`config.mk`:
```
export PLATFORM = sky130hd
export DESIGN_NAME = state_sequencer
export DESIGN_NICKNAME = d
export VERILOG_FILES = /design/src/rtl/state_sequencer.sv
export SDC_FILE = /design/constraint.sdc
export NUM_CORES = 1
export LEC_CHECK = 0
export CAP_MARGIN = 15
export CORE_MARGIN = 2
export CORE_UTILIZATION = 47
export CTS_CLUSTER_SIZE = 10
export DETAILED_ROUTE_END_ITERATION = 16
export PLACE_DENSITY = 0.7
export SYNTH_ARGS = -nofsm -noshare
export SYNTH_HDL_FRONTEND = slang
export SYNTH_SLANG_ARGS = --single-unit
```
`constraint.sdc`:
```
create_clock -name i_clk -period 2.2 [get_ports i_clk]
set_input_delay 0.55 -clock i_clk [delete_from_list [all_inputs] [get_ports i_clk]]
set_output_delay 0.55 -clock i_clk [all_outputs]
set_load 0.005 [all_outputs]
```
`src/rtl/state_sequencer.sv`:
```
// State-code sequencer for the 7-segment state decoder: free-running with a fixed
// dwell per state or single-stepped by pulse, up/down with wrap, plus change/wrap/tick strobes.
module state_sequencer #(
  parameter int unsigned NUM_STATES = 6,
  parameter int unsigned STATE_W    = 3,
  parameter int unsigned TICK_DIV   = 50_000_000,
  parameter int unsigned CNT_W      = 26
) (
  input  logic               i_clk,
  input  logic               i_rst_n,
  input  logic               i_en,
  input  logic               i_step,
  input  logic               i_dir,
  input  logic               i_clear,
  output logic [STATE_W-1:0] o_state,
  output logic               o_changed,
  output logic               o_wrap,
  output logic               o_tick
);

  localparam int unsigned STATE_EXT_W = STATE_W + 1;

  localparam logic [CNT_W-1:0]       TICK_LAST   = CNT_W'(TICK_DIV - 1);
  localparam logic [STATE_W-1:0]     STATE_LAST  = STATE_W'(NUM_STATES - 1);
  // One bit wider so NUM_STATES == 2**STATE_W does not truncate to zero.
  localparam logic [STATE_EXT_W-1:0] STATE_LIMIT = STATE_EXT_W'(NUM_STATES);

  logic [CNT_W-1:0]   presc_q, presc_d;
  logic [STATE_W-1:0] state_q, state_d;
  logic               step_hist_q;
  logic               changed_q, changed_d;
  logic               wrap_q, wrap_d;
  logic               tick_q, tick_d;

  logic tick;
  logic step_evt;
  logic advance;
  logic state_illegal;

  assign tick          = i_en && (presc_q == TICK_LAST);
  assign step_evt      = i_step && !step_hist_q;
  assign advance       = tick || (step_evt && !i_en);
  assign state_illegal = ({1'b0, state_q} >= STATE_LIMIT);

  // NOTE: every signal written here gets a default first, so no path leaves it
  // unassigned and no latch is inferred.
  always_comb begin
    presc_d   = '0;
    state_d   = state_q;
    changed_d = 1'b0;
    wrap_d    = 1'b0;
    tick_d    = tick;

    // The prescaler only runs in run mode, so re-enabling always starts a full dwell.
    if (i_en && !tick) begin
      presc_d = presc_q + 1'b1;
    end

    if (i_clear) begin
      presc_d   = '0;
      state_d   = '0;
      changed_d = (state_q != '0);
    end else if (advance) begin
      changed_d = 1'b1;
      if (state_illegal) begin
        state_d = '0;
        wrap_d  = 1'b1;
      end else if (i_dir) begin
        if (state_q == STATE_LAST) begin
          state_d = '0;
          wrap_d  = 1'b1;
        end else begin
          state_d = state_q + 1'b1;
        end
      end else begin
        if (state_q == '0) begin
          state_d = STATE_LAST;
          wrap_d  = 1'b1;
        end else begin
          state_d = state_q - 1'b1;
        end
      end
    end
  end

  // NOTE: sequential state uses non-blocking assignments so every register
  // samples the pre-edge values, independent of statement order.
  always_ff @(posedge i_clk or negedge i_rst_n) begin
    if (!i_rst_n) begin
      presc_q     <= '0;
      state_q     <= '0;
      step_hist_q <= 1'b0;
      changed_q   <= 1'b0;
      wrap_q      <= 1'b0;
      tick_q      <= 1'b0;
    end else begin
      presc_q     <= presc_d;
      state_q     <= state_d;
      step_hist_q <= i_step;
      changed_q   <= changed_d;
      wrap_q      <= wrap_d;
      tick_q      <= tick_d;
    end
  end

  assign o_state   = state_q;
  assign o_changed = changed_q;
  assign o_wrap    = wrap_q;
  assign o_tick    = tick_q;

endmodule

```
==> impl_metrics.tcl <==
set metrics [dict create \
    power_leakage_nw 0.876 \
    synthesis.nets 189 \
    seq_area_frac_synth 0.472 \
    placement.cell_area_um2 2010 \
    synth-edff-count 0 \
    synth_area_per_cell_um2 9.60 \
    num_io_pins 12 \
    drive_gt1_frac 0.169 \
    hold_viol_final 0 \
    final_common_cell "dfrtp_1" \
    highest_layer "met4" \
    place_ws_ns -0.0789 \
    placedCellCount 248 \
    gp_congestion 0.801 \
    crit_chain "ha_2 > nand4_1 > buf_4 > or3_2 > or3_1 > a21oi_1" \
    grt_start_max_net_pins 34 \
    async_reset_ff_frac 1.00 \
    fin_ws_ns 0.115 \
    multiInputGateArea_um2 891 \
    cpPeakStageDelay_ns 0.53 \
    nFillCells 298 \
    core_um2 3610 \
    h-tree-depth 2 \
    dr_wl_met2_um 1980 \
    fp.dieW_um 65.0 \
    numCtsBuffers 5 \
    critPathTopFamily "simple AND/OR/NAND/NOR gates" \
    ys_ff_latch 33 \
    drt_iter0_drc 55 \
    grt_pass1_wl_um 6820 \
    period_share 0.948 \
    setup_violations 0 \
    outcome "complete, no violations" \
    grt_pass1_vias 1532 \
    path_max_fanout 5 \
    post_drt_via_cell_ratio 5.76 \
    fmax_ghz 0.480 \
    syn_inst 182 \
    path_clk_slew_ns 0.06 \
    wire_per_inst_um 14.8 \
    fp.dieH_um 65.0 \
    drt-pass1-iter-count 4 \
    final_cell_mix "dfrtp_1, a21oi_1, buf_4, nand2_1, nor2_1" \
    maxSlewHeadroom 0.601 \
    root_buffer "clkbuf_8" \
    antenna_found_initial 0 \
    clk-insertion-delay-late_ns 0.29 \
    maxCapViolations 0 \
    crit_path_end_kind "flop" \
    seq_area_um2 826 \
    synthFlopType "dfrtp_1" \
    io_buffers 11 \
    fin_worst_skew_ns 0.00593 \
    rsz0062_at_grt "false" \
    final_nets 219 \
    synthDistinctLibCells 38 \
    route.detailed.drc 0 \
    final_max_slew_viol_count 0 \
    fin_area_um2 2180 \
    netlist_area_um2 1750 \
    wl_met1_um 1670 \
    vias 1504 \
    synth_warnings 0 \
    startpoint_type "flop" \
    tightest_slew_ns 0.596 \
    required_ns 2.41 \
    power_density_nw_per_um2 589 \
    wirelength_um 3860 \
    wl_met3_um 156 \
    clockBufferDepth 2 \
    start_util 0.485 \
    grt-ovfl-total 0 \
    n_antenna_cell 0 \
    ant_nets 0 \
    cts_sinks 33 \
    period_needed_ns 2.09 \
    grt_usage 0.212 \
    critPathBufInv 1 \
    dieArea_um2 4220 \
    hpwl_um 2680 \
    ir_drop_uv 318 \
    cp.arrival_ns 2.30 \
    rows 22 \
    slowest_stage "or3_2" \
    layout.cells.non_filler 261 \
    critPathKind "reg2reg" \
    area_growth_syn_to_layout_pct 24.6 \
    cts_tree "done" \
    min_path_type "reg2reg" \
]
==> report_power, final <==
part           switching [mW]  leakage [nW]  internal (mW)  total, mW
Clock                   0.218        0.0585          0.369      0.587
Combinational          0.0384         0.362         0.0350     0.0734
Sequential            0.00782         0.456          0.613      0.621
==> synthesized netlist by cell type, types with 2 or more instances <==
| cell | n | area share |
|---|---|---|
| nor3_1 | 4 | 0.011 |
| dfrtp_1 | 33 | 0.47 |
| and4_1 | 2 | 0.010 |
| o21ai_0 | 6 | 0.017 |
| nand2_1 | 14 | 0.030 |
| nor4b_1 | 3 | 0.015 |
| nand3_1 | 7 | 0.020 |
| mux2_2 | 2 | 0.013 |
| nor2b_1 | 2 | 0.0072 |
| nand4_1 | 5 | 0.018 |
| or4_1 | 9 | 0.039 |
| clkbuf_1 | 7 | 0.015 |
| nor4_1 | 3 | 0.011 |
| and3_1 | 3 | 0.011 |
| a21oi_1 | 18 | 0.052 |
| xnor2_1 | 7 | 0.035 |
| o31ai_1 | 9 | 0.039 |
| nor2_1 | 14 | 0.030 |
| inv_1 | 5 | 0.011 |
| xor2_1 | 5 | 0.025 |
| or3_1 | 7 | 0.025 |
==> sequential cells by signal, summed over array words and instances, names as in the netlist <==
register     count
presc_q         26
o_state          3
o_changed        1
o_tick           1
o_wrap           1
step_hist_q      1
==> kinds of logic after synthesis <==
group,after synthesis,synth area share
DFF,33,0.472
xor gates and xnor gates,12,0.0601
adders and majority gates,1,0.00716
muxes,3,0.0186
buffers and inverters,13,0.0322
AOI/OAI and AO/OA,38,0.135
and+or+nand+nor,82,0.275
==> layout make-up <==
class | count | area share
Clock inverter | 1 | 0.0138
Clock buffer | 7 | 0.0397
Tap cell | 48 | 0.0276
Multi-Input combinational cell | 137 | 0.409
Sequential cell | 33 | 0.379
Timing Repair Buffer | 30 | 0.122
Inverter | 5 | 0.00862
==> through the flow <==
step / hold slack, ns / total power, mW / TNS [ns] / util
CTS: 0.487 / 1.29 / 0 / 0.590
floorplan: 0.254 / 0.660 / 0 / -
detailed placement: 0.478 / 0.705 / -0.0789 / 0.556
global route: 0.544 / 1.33 / 0 / 0.604
finish: 0.489 / 1.28 / 0 / 0.604
global placement: 0.465 / 0.701 / -0.0237 / 0.556
==> path summary, 6_finish.rpt <==
check | startpoint | endpoint | slack (ns) | depth (start not counted)
worst max-delay path | presc_q[0] | presc_q[20] | 0.11 | 6
worst min-delay path | presc_q[0] | presc_q[0] | 0.49 | 1
worst max register to register | presc_q[0] | presc_q[20] | 0.11 | 6
worst min register to register | presc_q[0] | presc_q[0] | 0.49 | 1
max in group asynchronous | i_rst_n | presc_q[7] | 1.23 | 2
min in group asynchronous | i_rst_n | presc_q[21] | 0.67 | 2
==> timing repair <==
action	CTS	global route
gates resized for setup	1	2
hold buffers	0	0
gates cloned	0	1
pin swaps	0	1
endpoints found under the setup margin	2	17
setup buffers	0	4
==> routing by layer <==
| layer | track usage | vias to the layer above |
|---|---|---|
| met5 | 0 | - |
| met1 | 0.252 | 724 |
| met4 | 0.101 | 0 |
| met2 | 0.362 | 41 |
| met3 | 0.0469 | 5 |
| li1 | - | 734 |
Note: power is estimated with default switching activity, not from simulation.
==> patch (config.mk and constraints unchanged) <==
`STATE_W`: 3 -> 5.
--- a/src/rtl/state_sequencer.sv
+++ b/src/rtl/state_sequencer.sv
@@ -2,7 +2,7 @@
 // dwell per state or single-stepped by pulse, up/down with wrap, plus change/wrap/tick strobes.
 module state_sequencer #(
   parameter int unsigned NUM_STATES = 6,
-  parameter int unsigned STATE_W    = 3,
+  parameter int unsigned STATE_W    = 5,
   parameter int unsigned TICK_DIV   = 50_000_000,
   parameter int unsigned CNT_W      = 26
 ) (
Ports: changed (resized o_state); port bits go from 12 to 14. The function was not compared with the original's and may differ.
==> patch against the original RTL <==
  * Power decreased by 7.5%
  * Sequential share of layout area increased by 2.3 points
  * Utilization fell by 5.2 points
  * Routed wire length is 5.4% lower
  * Combinational power grew 18%
  * Clock power decreased by 25%
  * Sequential cell count grew 2
  * Non-clock buffer count down 11
  * Area after synthesis increased by 8.3%
  * Setup slack gained 0.19 ns
  * Sequential power up 6.1%
  * Final area fell by 0.11%
  * Worst hold slack gained 0.049 ns
  * Critical endpoint is now presc_q[22]
  * Largest cell class unchanged
  * Largest power group unchanged
==> patch: results (changes against the original RTL) <==
.. list-table::
   :header-rows: 1

   * - Metric
     - Value
   * - CP peak stage delay
     - 0.45 ns (-0.08 ns)
   * - Sequential-to-total area share from yosys stat
     - 0.463 (-0.00978)
   * - Placed Instance Area
     - 2080 um^2 (+3.9%)
   * - Maximum number of pins on one net before global-route repair
     - 36 (+5.9%)
   * - Area contributors post-synth
     - sky130_fd_sc_hd__dfrtp_1, sky130_fd_sc_hd__nor2_1, sky130_fd_sc_hd__a21oi_1
   * - CP max stage cell
     - sky130_fd_sc_hd__or4_1
   * - Clock network power share
     - 0.371 (-0.087)
   * - Layout non-clock buf frac
     - 0.0806 (-0.0413)
   * - Per-cell via count in the routed design
     - 5.67 (-1.7%)
   * - Well-tap cell count
     - 50 (+4.2%)
   * - Clock buf/inv share
     - 0.0374 (-0.0160)
   * - Global-route track usage on met1
     - 0.243 (-0.00842)
   * - M1 wire length
     - 1.78 mm (+6.5%)
   * - Final standard cell utilization of the core
     - 0.552 (-0.0522)
   * - Maximum resistive drop on vdd
     - 398 uV (+25%)
   * - Sequential fraction of total cell area
     - 0.403 (+0.0235)
   * - GR Util All Layers
     - 0.187 (-0.0244)
   * - Fraction of final layout cells sized beyond drive strength 1
     - 0.0845 (-0.0845)
   * - Result of the run
     - finished clean
   * - Leakage power
     - 0.893 nW (+1.9%)
   * - Fraction of met3 tracks used by global routing
     - 0.0433 (-0.00354)
   * - Sequential group power
     - 0.659 mW (+6.1%)
   * - Synth cell count leaders
     - sky130_fd_sc_hd__dfrtp_1, sky130_fd_sc_hd__nor2_1, sky130_fd_sc_hd__a21oi_1
   * - Proportion of total power due to net switching
     - 0.233 (+0.0271)
   * - Unique cell type count in the Yosys netlist
     - 37 (-2.6%)
   * - Port Buffers
     - 13 (+2)
   * - Detailed-routed wire length on met3
     - 95 um (-39%)
patch: cell types whose count changed in the layout (fill, tap and decap cells not counted), moves of 4 or more:
cell,delta
sky130_fd_sc_hd__buf_4,-12
sky130_fd_sc_hd__nand3_1,+4
sky130_fd_sc_hd__ha_1,+5
sky130_fd_sc_hd__and3_1,+4
sky130_fd_sc_hd__o21ai_0,+4
sky130_fd_sc_hd__a21oi_1,-4
sky130_fd_sc_hd__nor2_1,+5
patch: per-stage QoR:
| step | worst slack [ns] | hold slack [ns] | power [mW] | cells |
|---|---|---|---|---|
| after floorplan | 0.468 | 0.254 | 0.711 | 192 |
| after global placement | 0.159 | 0.530 | 0.753 | 255 |
| after detailed placement | 0.0858 | 0.529 | 0.757 | 255 |
| after CTS | 0.113 | 0.538 | 1.20 | 263 |
| after global routing | 0.157 | 0.573 | 1.24 | 263 |
| final | 0.306 | 0.538 | 1.19 | 263 |
patch: cell families after synthesis:
family,share of synthesized area
flip-flops,0.463
AND/OR/NAND/NOR,0.266
AO/OA/AOI/OAI,0.122
buffers and inverters,0.0383
adder cells (fa/ha/maj),0.0330
XOR/XNOR,0.0509
multiplexers,0.0271
patch: worst paths after layout:
| check | start | to | slack, ns | cells after the start |
|---|---|---|---|---|
| setup / recovery | presc_q[0] | presc_q[22] | 0.31 | 6 |
| hold / removal | presc_q[0] | presc_q[0] | 0.54 | 1 |
| setup reg to reg | presc_q[0] | presc_q[22] | 0.31 | 6 |
| hold reg to reg | presc_q[0] | presc_q[0] | 0.54 | 1 |
| max in group asynchronous | i_rst_n | presc_q[6] | 1.23 | 2 |
| min in group asynchronous | i_rst_n | presc_q[2] | 0.67 | 2 |
patch: repair_timing:
item,CTS,global route
endpoints found under the hold margin,0,0
resized for setup,0,1
setup endpoints to repair,0,25
